[config.mk]
export PLATFORM = sky130hd
export DESIGN_NAME = probe_display_ctrl
export DESIGN_NICKNAME = d
export VERILOG_FILES = /design/src/rtl/display_pkg.sv /design/src/rtl/button_debouncer.sv /design/src/rtl/probe_display_ctrl.sv
export SDC_FILE = /design/constraint.sdc
export NUM_CORES = 1
export LEC_CHECK = 0
export ABC_CLOCK_PERIOD_IN_PS = 4340
export CAP_MARGIN = 20
export CORE_ASPECT_RATIO = 0.7
export CORE_MARGIN = 3
export CORE_UTILIZATION = 40
export DETAILED_ROUTE_END_ITERATION = 8
export PLACE_DENSITY_LB_ADDON = 0.25
export RECOVER_POWER = 50
export SETUP_SLACK_MARGIN = 0.5
export SLEW_MARGIN = 20
export SYNTH_ARGS = -nofsm -noshare
export SYNTH_HDL_FRONTEND = slang
export SYNTH_HIERARCHICAL = 1
export SYNTH_SLANG_ARGS = --single-unit
export TNS_END_PERCENT = 1
[constraint.sdc]
create_clock -name clk -period 4.34 [get_ports clk]
set_clock_uncertainty 0.05 [all_clocks]
set_input_delay 0.868 -clock clk [delete_from_list [all_inputs] [get_ports clk]]
set_output_delay 0.868 -clock clk [all_outputs]
set_load 0.1 [all_outputs]
[src/rtl/display_pkg.sv]
// -----------------------------------------------------------------------------
// display_pkg
//   Shared constants and helpers for the probe display block.
//   - SEG_BLANK   : all segments off (active-low encoding).
//   - GLYPH_TABLE : 16 hex glyphs, segment order {g,f,e,d,c,b,a}, active-low.
//   - hex_to_seg  : nibble -> glyph lookup.
// -----------------------------------------------------------------------------
package display_pkg;

    localparam logic [6:0] SEG_BLANK = 7'b1111111;

    // Entry [n] is the glyph for nibble n; b and d use the lower-case shapes
    // so they cannot be confused with 8 and 0.
    localparam logic [15:0][6:0] GLYPH_TABLE = {
        7'b0001110,  // F
        7'b0000110,  // E
        7'b0100001,  // d
        7'b1000110,  // C
        7'b0000011,  // b
        7'b0001000,  // A
        7'b0010000,  // 9
        7'b0000000,  // 8
        7'b1111000,  // 7
        7'b0000010,  // 6
        7'b0010010,  // 5
        7'b0011001,  // 4
        7'b0110000,  // 3
        7'b0100100,  // 2
        7'b1111001,  // 1
        7'b1000000   // 0
    };

    function automatic logic [6:0] hex_to_seg(input logic [3:0] nib);
        return GLYPH_TABLE[nib];
    endfunction

endpackage

[src/rtl/button_debouncer.sv]
// -----------------------------------------------------------------------------
// button_debouncer
//   Turns a raw, clock-asynchronous pushbutton into a single-cycle pulse on
//   each debounced press.
//   Ports:
//     clk    in  rising-edge clock
//     reset  in  asynchronous active-high reset
//     button in  raw pushbutton level
//     step   out one-cycle pulse, registered, on each debounced rising edge
//   Latency from a clean press to step high: 2 (sync) + DEBOUNCE + 1 edges.
// -----------------------------------------------------------------------------
module button_debouncer #(
    parameter int DEBOUNCE = 16
) (
    input  logic clk,
    input  logic reset,
    input  logic button,
    output logic step
);

    localparam int CW = $clog2(DEBOUNCE);

    logic          sync_a;
    logic          sync_b;
    logic          level_q;
    logic          level_d;
    logic [CW-1:0] count;
    logic          step_q;

    always_ff @(posedge clk or posedge reset) begin
        if (reset) begin
            sync_a  <= 1'b0;
            sync_b  <= 1'b0;
            level_q <= 1'b0;
            level_d <= 1'b0;
            count   <= '0;
            step_q  <= 1'b0;
        end else begin
            sync_a <= button;
            sync_b <= sync_a;
            // The counter only runs while the synchronised input disagrees
            // with the debounced level; any return to agreement restarts it,
            // so a glitch shorter than DEBOUNCE samples never flips level_q.
            if (sync_b == level_q) begin
                count <= '0;
            end else if (count == CW'(DEBOUNCE - 1)) begin
                level_q <= sync_b;
                count   <= '0;
            end else begin
                count <= count + 1'b1;
            end
            level_d <= level_q;
            step_q  <= level_q & ~level_d;
        end
    end

    assign step = step_q;

endmodule

[src/rtl/probe_display_ctrl.sv]
// -----------------------------------------------------------------------------
// probe_display_ctrl
//   Debug observation block: selects one of CHANNELS probe buses with a
//   debounced stepper button, captures it under freeze/sample control and
//   shows it on DIGITS seven-segment digits, both in parallel and scanned.
//   Ports:
//     clk        in   rising-edge clock
//     reset      in   asynchronous active-high reset
//     probe_data in   CHANNELS*WIDTH, channel c at [c*WIDTH +: WIDTH]
//     chan_step  in   raw pushbutton, asynchronous to clk
//     freeze     in   high holds the captured value
//     sample_en  in   capture strobe
//     blank_lz   in   enables leading-zero blanking
//     chan_sel   out  current channel
//     captured   out  held probe value
//     hex_par    out  digit i at [i*7 +: 7], {g,f,e,d,c,b,a}, active-low
//     scan_seg   out  segments of the currently scanned digit, active-low
//     scan_an    out  one-hot active-low digit enables
// -----------------------------------------------------------------------------
module probe_display_ctrl
    import display_pkg::*;
#(
    parameter int WIDTH    = 32,
    parameter int CHANNELS = 4,
    parameter int DIGITS   = 8,
    parameter int SCAN_DIV = 1000,
    parameter int DEBOUNCE = 16,
    localparam int CSW     = $clog2(CHANNELS)
) (
    input  logic                      clk,
    input  logic                      reset,
    input  logic [CHANNELS*WIDTH-1:0] probe_data,
    input  logic                      chan_step,
    input  logic                      freeze,
    input  logic                      sample_en,
    input  logic                      blank_lz,
    output logic [CSW-1:0]            chan_sel,
    output logic [WIDTH-1:0]          captured,
    output logic [DIGITS*7-1:0]       hex_par,
    output logic [6:0]                scan_seg,
    output logic [DIGITS-1:0]         scan_an
);

    // Padded width covers every digit even when WIDTH is not a multiple of 4
    // or is narrower than the display.
    localparam int PW   = (DIGITS * 4 > WIDTH) ? DIGITS * 4 : WIDTH;
    // Digits at or above LIVE carry no probe bits and are always blank.
    localparam int LIVE = (WIDTH + 3) / 4;
    localparam int IW   = (DIGITS > 1) ? $clog2(DIGITS) : 1;
    localparam int DW   = $clog2(SCAN_DIV);

    logic                step_pulse;
    logic [WIDTH-1:0]    sel_data;
    logic [PW-1:0]       padded;
    logic                upper_zero;
    logic [DIGITS*7-1:0] hex_next;
    logic [DW-1:0]       scan_div;
    logic [IW-1:0]       scan_idx;
    logic [6:0]          seg_pick;

    button_debouncer #(
        .DEBOUNCE (DEBOUNCE)
    ) u_debounce (
        .clk    (clk),
        .reset  (reset),
        .button (chan_step),
        .step   (step_pulse)
    );

    // Channel stepper; explicit wrap keeps non-power-of-2 counts in range.
    always_ff @(posedge clk or posedge reset) begin
        if (reset) begin
            chan_sel <= '0;
        end else if (step_pulse) begin
            chan_sel <= (chan_sel == CSW'(CHANNELS - 1)) ? '0 : chan_sel + 1'b1;
        end
    end

    always_comb begin
        sel_data = '0;
        for (int c = 0; c < CHANNELS; c++) begin
            if (chan_sel == CSW'(c)) begin
                sel_data = probe_data[c*WIDTH +: WIDTH];
            end
        end
    end

    // Capture uses the channel selected before this edge, so a step and a
    // sample in the same cycle still capture the old channel once.
    always_ff @(posedge clk or posedge reset) begin
        if (reset) begin
            captured <= '0;
        end else if (sample_en && !freeze) begin
            captured <= sel_data;
        end
    end

    assign padded = PW'(captured);

    // Walk from the most significant digit down, tracking whether every
    // nibble seen so far (this one included) is zero.
    always_comb begin
        hex_next   = '1;
        upper_zero = 1'b1;
        for (int i = DIGITS - 1; i >= 0; i--) begin
            upper_zero = upper_zero && (padded[i*4 +: 4] == 4'h0);
            if (i >= LIVE || (i != 0 && blank_lz && upper_zero)) begin
                hex_next[i*7 +: 7] = SEG_BLANK;
            end else begin
                hex_next[i*7 +: 7] = hex_to_seg(padded[i*4 +: 4]);
            end
        end
    end

    always_ff @(posedge clk or posedge reset) begin
        if (reset) begin
            hex_par <= '1;
        end else begin
            hex_par <= hex_next;
        end
    end

    always_comb begin
        seg_pick = SEG_BLANK;
        for (int i = 0; i < DIGITS; i++) begin
            if (scan_idx == IW'(i)) begin
                seg_pick = hex_par[i*7 +: 7];
            end
        end
    end

    // scan_an/scan_seg are registered copies of the current index, so each
    // digit is driven for exactly SCAN_DIV cycles, starting one edge after
    // reset release with digit 0.
    always_ff @(posedge clk or posedge reset) begin
        if (reset) begin
            scan_div <= '0;
            scan_idx <= '0;
            scan_an  <= '1;
            scan_seg <= SEG_BLANK;
        end else begin
            scan_an  <= ~(DIGITS'(1) << scan_idx);
            scan_seg <= seg_pick;
            if (scan_div == DW'(SCAN_DIV - 1)) begin
                scan_div <= '0;
                scan_idx <= (scan_idx == IW'(DIGITS - 1)) ? '0 : scan_idx + 1'b1;
            end else begin
                scan_div <= scan_div + 1'b1;
            end
        end
    end

endmodule

==> results.txt <==
* Leakage: 4.53 nW
- Of the total power, registers draw 0.317.
- Detailed placement ended at an HPWL of between 15000 and 20000 um.
- The worst setup path is launched from a register.
* Peak VDD IR: 0.191 mV
* Post-detailed-routing wire length: 23700 um
* Postcts setup bufs: 0
* Setup Crit Path Kind: register to primary output
* Slowest cell delay on critical path: 1.26 ns
- Setup repair after global routing left no endpoint under its margin.
- # hold bufs at CTS: 0
- Multi-input combinational cell area: 0.00388 mm2
* Pre-CTS WS: 1.46 ns
- At the pin with the least slew margin, the transition time is about 2.2 ns.
* Longest Clk Path Bufs: 2
- Worst-Skew Late Latency: 0.43 ns
- Relative max-transition margin: -0.460
- Clock-pin slew was measured on the worst setup and hold paths at approximately 0.06 ns.
- Distinct cell type count after synthesis: 62
- The number of nets in the synthesized netlist is 1002.
* Number of warnings reported in the yosys synthesis log: 13
* Leading cell type in the layout, fill and taps excluded: sky130_fd_sc_hd__clkdlybuf4s50_1
- Traced cell by cell, the critical path runs through clkdlybuf4s50_1.
* Standard cell core area: 0.0184 mm2
- At the worst endpoint, the required time is 3.42 ns.
* Crit path buffers/inverters: 1
* Number of nets still failing antenna checks after routing: 0
- For this design, the slowest cell found on the critical path is sky130_fd_sc_hd__clkdlybuf4s50_1.
* Layout Cell Area excl Fill: 0.0107 mm2
- Of the total power, the clock network draws 0.253.
- Layout-stage area growth over the synthesis result: 40.2%
- Of the cells placed in the final design, the portion with a size suffix greater than 1 is 0.122.
- After synthesis, the share of flip-flops with an asynchronous set or reset is 1.00.
- Weighted congestion at the end of routability-driven global placement: around 0.9
- The first global-routing pass estimated 36500 um of wire.
- In the final timing run, aggregate negative setup slack is 0 ns.
* Register bit count reported by yosys: approximately 130
- The most critical setup path has its startpoint at captured[30].
- Worst hold path startpoint: u_debounce/sync_a
- Derived from the worst setup path, the maximum achievable clock frequency is between 200 and 300 MHz.
* Number of nets in the final layout: 1211
- The number of antenna diodes in the final layout is 0.
- In this run the critical register-to-register path is launched from chan_sel[0].
- Of the available clock period, the critical path in the final layout requires 0.772.
- H-Tree Depth: 4
- Final critical path time including I/O delays and setup: 3.35 ns
- 239 I/O pins were placed.
- Clock tree from TritonCTS: done
* Placed inst area: slightly above 0.01 mm2
* Number of buffers added on ports: 238
- Portion of total power attributed to combinational logic: 0.430
- Via-to-Cell Ratio: 5.48
- Synthesis produced a netlist whose cell count is around 800.
- Of all nets on the critical path, the largest fanout is 20.
* Number of antenna violations at the first check in global routing: 0
- Fill cell total of the finished layout: 1591
* Number of enable-type register cells in the synthesized netlist: 0
- Row count: 41
* Pre-antenna DRT Iters: 5
- Data arrival time of the critical path: between 2 and 2.5 ns
- The clock net in this run drives a total of between 100 and 150 sinks.
- Via count: 6969
- Top cell family by delay on the critical path: buffers and inverters
- Share of the yosys chip area belonging to registers: 0.427
* Max-slew violation total from the final report: 66
* Wirelength per Cell: 18.6 um
- Total power for the finished layout comes to 5.43 mW.
* Outcome: complete, but fails checks
- Count of instances resized after the clock tree is built: 0
* Path type of the worst min-delay path: register to register
* Number of violations of the max-capacitance limit: 2
- Hold Violations, Final: 0
* Most common flop cell mapped by yosys: sky130_fd_sc_hd__dfstp_2
* Number of DRC violations after detailed routing: 0
- Highest-count cells in the layout ignoring fill and taps: sky130_fd_sc_hd__clkdlybuf4s50_1, sky130_fd_sc_hd__nand2_1, sky130_fd_sc_hd__dfstp_2, sky130_fd_sc_hd__nor2_1, sky130_fd_sc_hd__inv_1
* Die span in y: around 120 um
- Power spread over the standard cell area amounts to 506 mW/mm2.
* Switching fraction of total power: 0.463
- STA classifies the critical path endpoint as a primary output.
* Largest net degree at the start of global routing: 93
- Final setup viols: 0
- Number of buffers added by the clock tree synthesis step: 17
- Once layout is complete, the utilization of the core stands at 0.584.
- For this configuration, the core starts out at a cell density of 0.416.
- GRT Total Usage: 0.227
* Total die area: 0.0208 mm2
* Violated checks: max-capacitance violations, max-slew violations
- The die is between 150 and 200 um wide.
* Worst-case setup margin in the final layout: around 1 ns
- Summing all flip-flop and latch instances after layout gives 0.00327 mm2.
- Vias in the first global route: 6499
- For this run the aggregate overflow at the end of global routing stands at 0.
- Mean cell area of the mapped netlist: approximately 9.4 um2
* Net switching power: ~2.5 mW
- Root buffer selected by CTS: sky130_fd_sc_hd__clkbuf_16
- The internal portion of the total power is 2.91 mW.
- Mapped cell area: 0.00765 mm2
- In this run, the number of DRC markers left after iteration 0 of detailed routing was 636.
## area by class of cell
class / count / area share
Clock inverter: 14 / 0.0121
Tap cell: 236 / 0.0275
Inverter: 68 / 0.0239
Clock buffer: 18 / 0.0410
Sequential cell: 127 / 0.305
Multi-Input combinational cell: 563 / 0.362
Timing Repair Buffer: 246 / 0.229
## flip-flops by register name (all words and copies together), names as in the netlist
| signal | flops |
|---|---|
| chan_sel | 2 |
| scan_an | 8 |
| u_debounce/level_d | 1 |
| scan_seg | 7 |
| u_debounce/level_q | 1 |
| scan_idx | 3 |
| u_debounce/sync_a | 1 |
| u_debounce/step | 1 |
| u_debounce/sync_b | 1 |
| captured | 32 |
| hex_par | 56 |
| u_debounce/count | 4 |
| scan_div | 10 |
## Yosys cell counts (3+ instances only)
cell type	instances	area, um2
sky130_fd_sc_hd__o31a_1	3	26.3
sky130_fd_sc_hd__o41ai_1	6	52.6
sky130_fd_sc_hd__xnor2_1	5	43.8
sky130_fd_sc_hd__or3_1	5	31.3
sky130_fd_sc_hd__a211o_1	32	280
sky130_fd_sc_hd__a211oi_1	4	30.0
sky130_fd_sc_hd__a31oi_1	35	219
sky130_fd_sc_hd__buf_2	4	20.0
sky130_fd_sc_hd__nand3_1	12	60.1
sky130_fd_sc_hd__nand2_1	95	357
sky130_fd_sc_hd__nor3_1	4	20.0
sky130_fd_sc_hd__mux2i_1	6	60.1
sky130_fd_sc_hd__a222oi_1	7	70.1
sky130_fd_sc_hd__o221ai_1	8	70.1
sky130_fd_sc_hd__buf_1	3	11.3
sky130_fd_sc_hd__ha_1	54	676
sky130_fd_sc_hd__nor3b_1	3	22.5
sky130_fd_sc_hd__dfstp_2	71	1870
sky130_fd_sc_hd__a21o_1	10	75.1
sky130_fd_sc_hd__a221oi_1	33	289
sky130_fd_sc_hd__nand3b_1	4	30.0
sky130_fd_sc_hd__o21ai_0	22	110
sky130_fd_sc_hd__and3_1	9	56.3
sky130_fd_sc_hd__nor2b_1	14	87.6
sky130_fd_sc_hd__inv_1	68	255
sky130_fd_sc_hd__nor2_1	70	263
sky130_fd_sc_hd__o311ai_1	6	52.6
sky130_fd_sc_hd__o211ai_1	22	165
sky130_fd_sc_hd__a21oi_1	15	75.1
sky130_fd_sc_hd__nand2b_1	16	100
sky130_fd_sc_hd__mux2_2	5	56.3
sky130_fd_sc_hd__dfrtp_1	56	1400
sky130_fd_sc_hd__o21ai_1	4	20.0
sky130_fd_sc_hd__a22o_1	3	26.3
sky130_fd_sc_hd__buf_6	3	33.8
sky130_fd_sc_hd__o22ai_1	7	43.8
sky130_fd_sc_hd__o21a_1	7	52.6
sky130_fd_sc_hd__clkbuf_1	46	173
sky130_fd_sc_hd__a22oi_1	4	30.0
## through the flow
step / hold slack (ns) / cells
6_report: 0.303 / 1272
5_1_grt: 0.314 / 1272
2_1_floorplan: 0.281 / 814
3_5_place_dp: 0.296 / 1240
4_1_cts: 0.309 / 1272
3_3_place_gp: 0.284 / 1240
## power groups by stage
stage	sequential [mW]	combinational [mW]	clock, mW
after floorplan	2.89	0.498	0
after global placement	1.73	2.32	0
after detailed placement	1.73	2.33	0
after CTS	1.72	2.34	1.40
after global routing	1.75	2.43	1.46
final	1.72	2.33	1.37
## logic make-up (layout without fill, tap and decap cells)
kind of cell    Yosys count  count (layout)  share of synthesized area
buf+inv                 124             346                     0.0645
fa+ha+maj                54              54                     0.0883
xor+xnor                  7               7                    0.00802
compound gates          240             240                      0.236
flops                   127             127                      0.427
mux                      13              13                     0.0201
simple gates            249             249                      0.156
## final timing paths
kind | slack [ns] | endpoint | cells after the start
worst min register to register | 0.30 | u_debounce/sync_b | 0
max in group asynchronous | 2.04 | hex_par[32] | 3
worst min-delay path | 0.30 | u_debounce/sync_b | 0
min in group asynchronous | 0.83 | u_debounce/count[0] | 2
worst max-delay path | 0.99 | captured[30] | 1
worst max register to register | 1.28 | captured[7] | 4
## per-layer routing
metal  track usage  vias to the layer above  part of all wire
met3        0.0626                       32             0.089
met5             0                        -                 0
met1         0.354                     3277              0.50
met2         0.302                      298              0.40
met4        0.0724                        0             0.016
li1              -                     3362                 -
(Power assumes the default switching activity.)
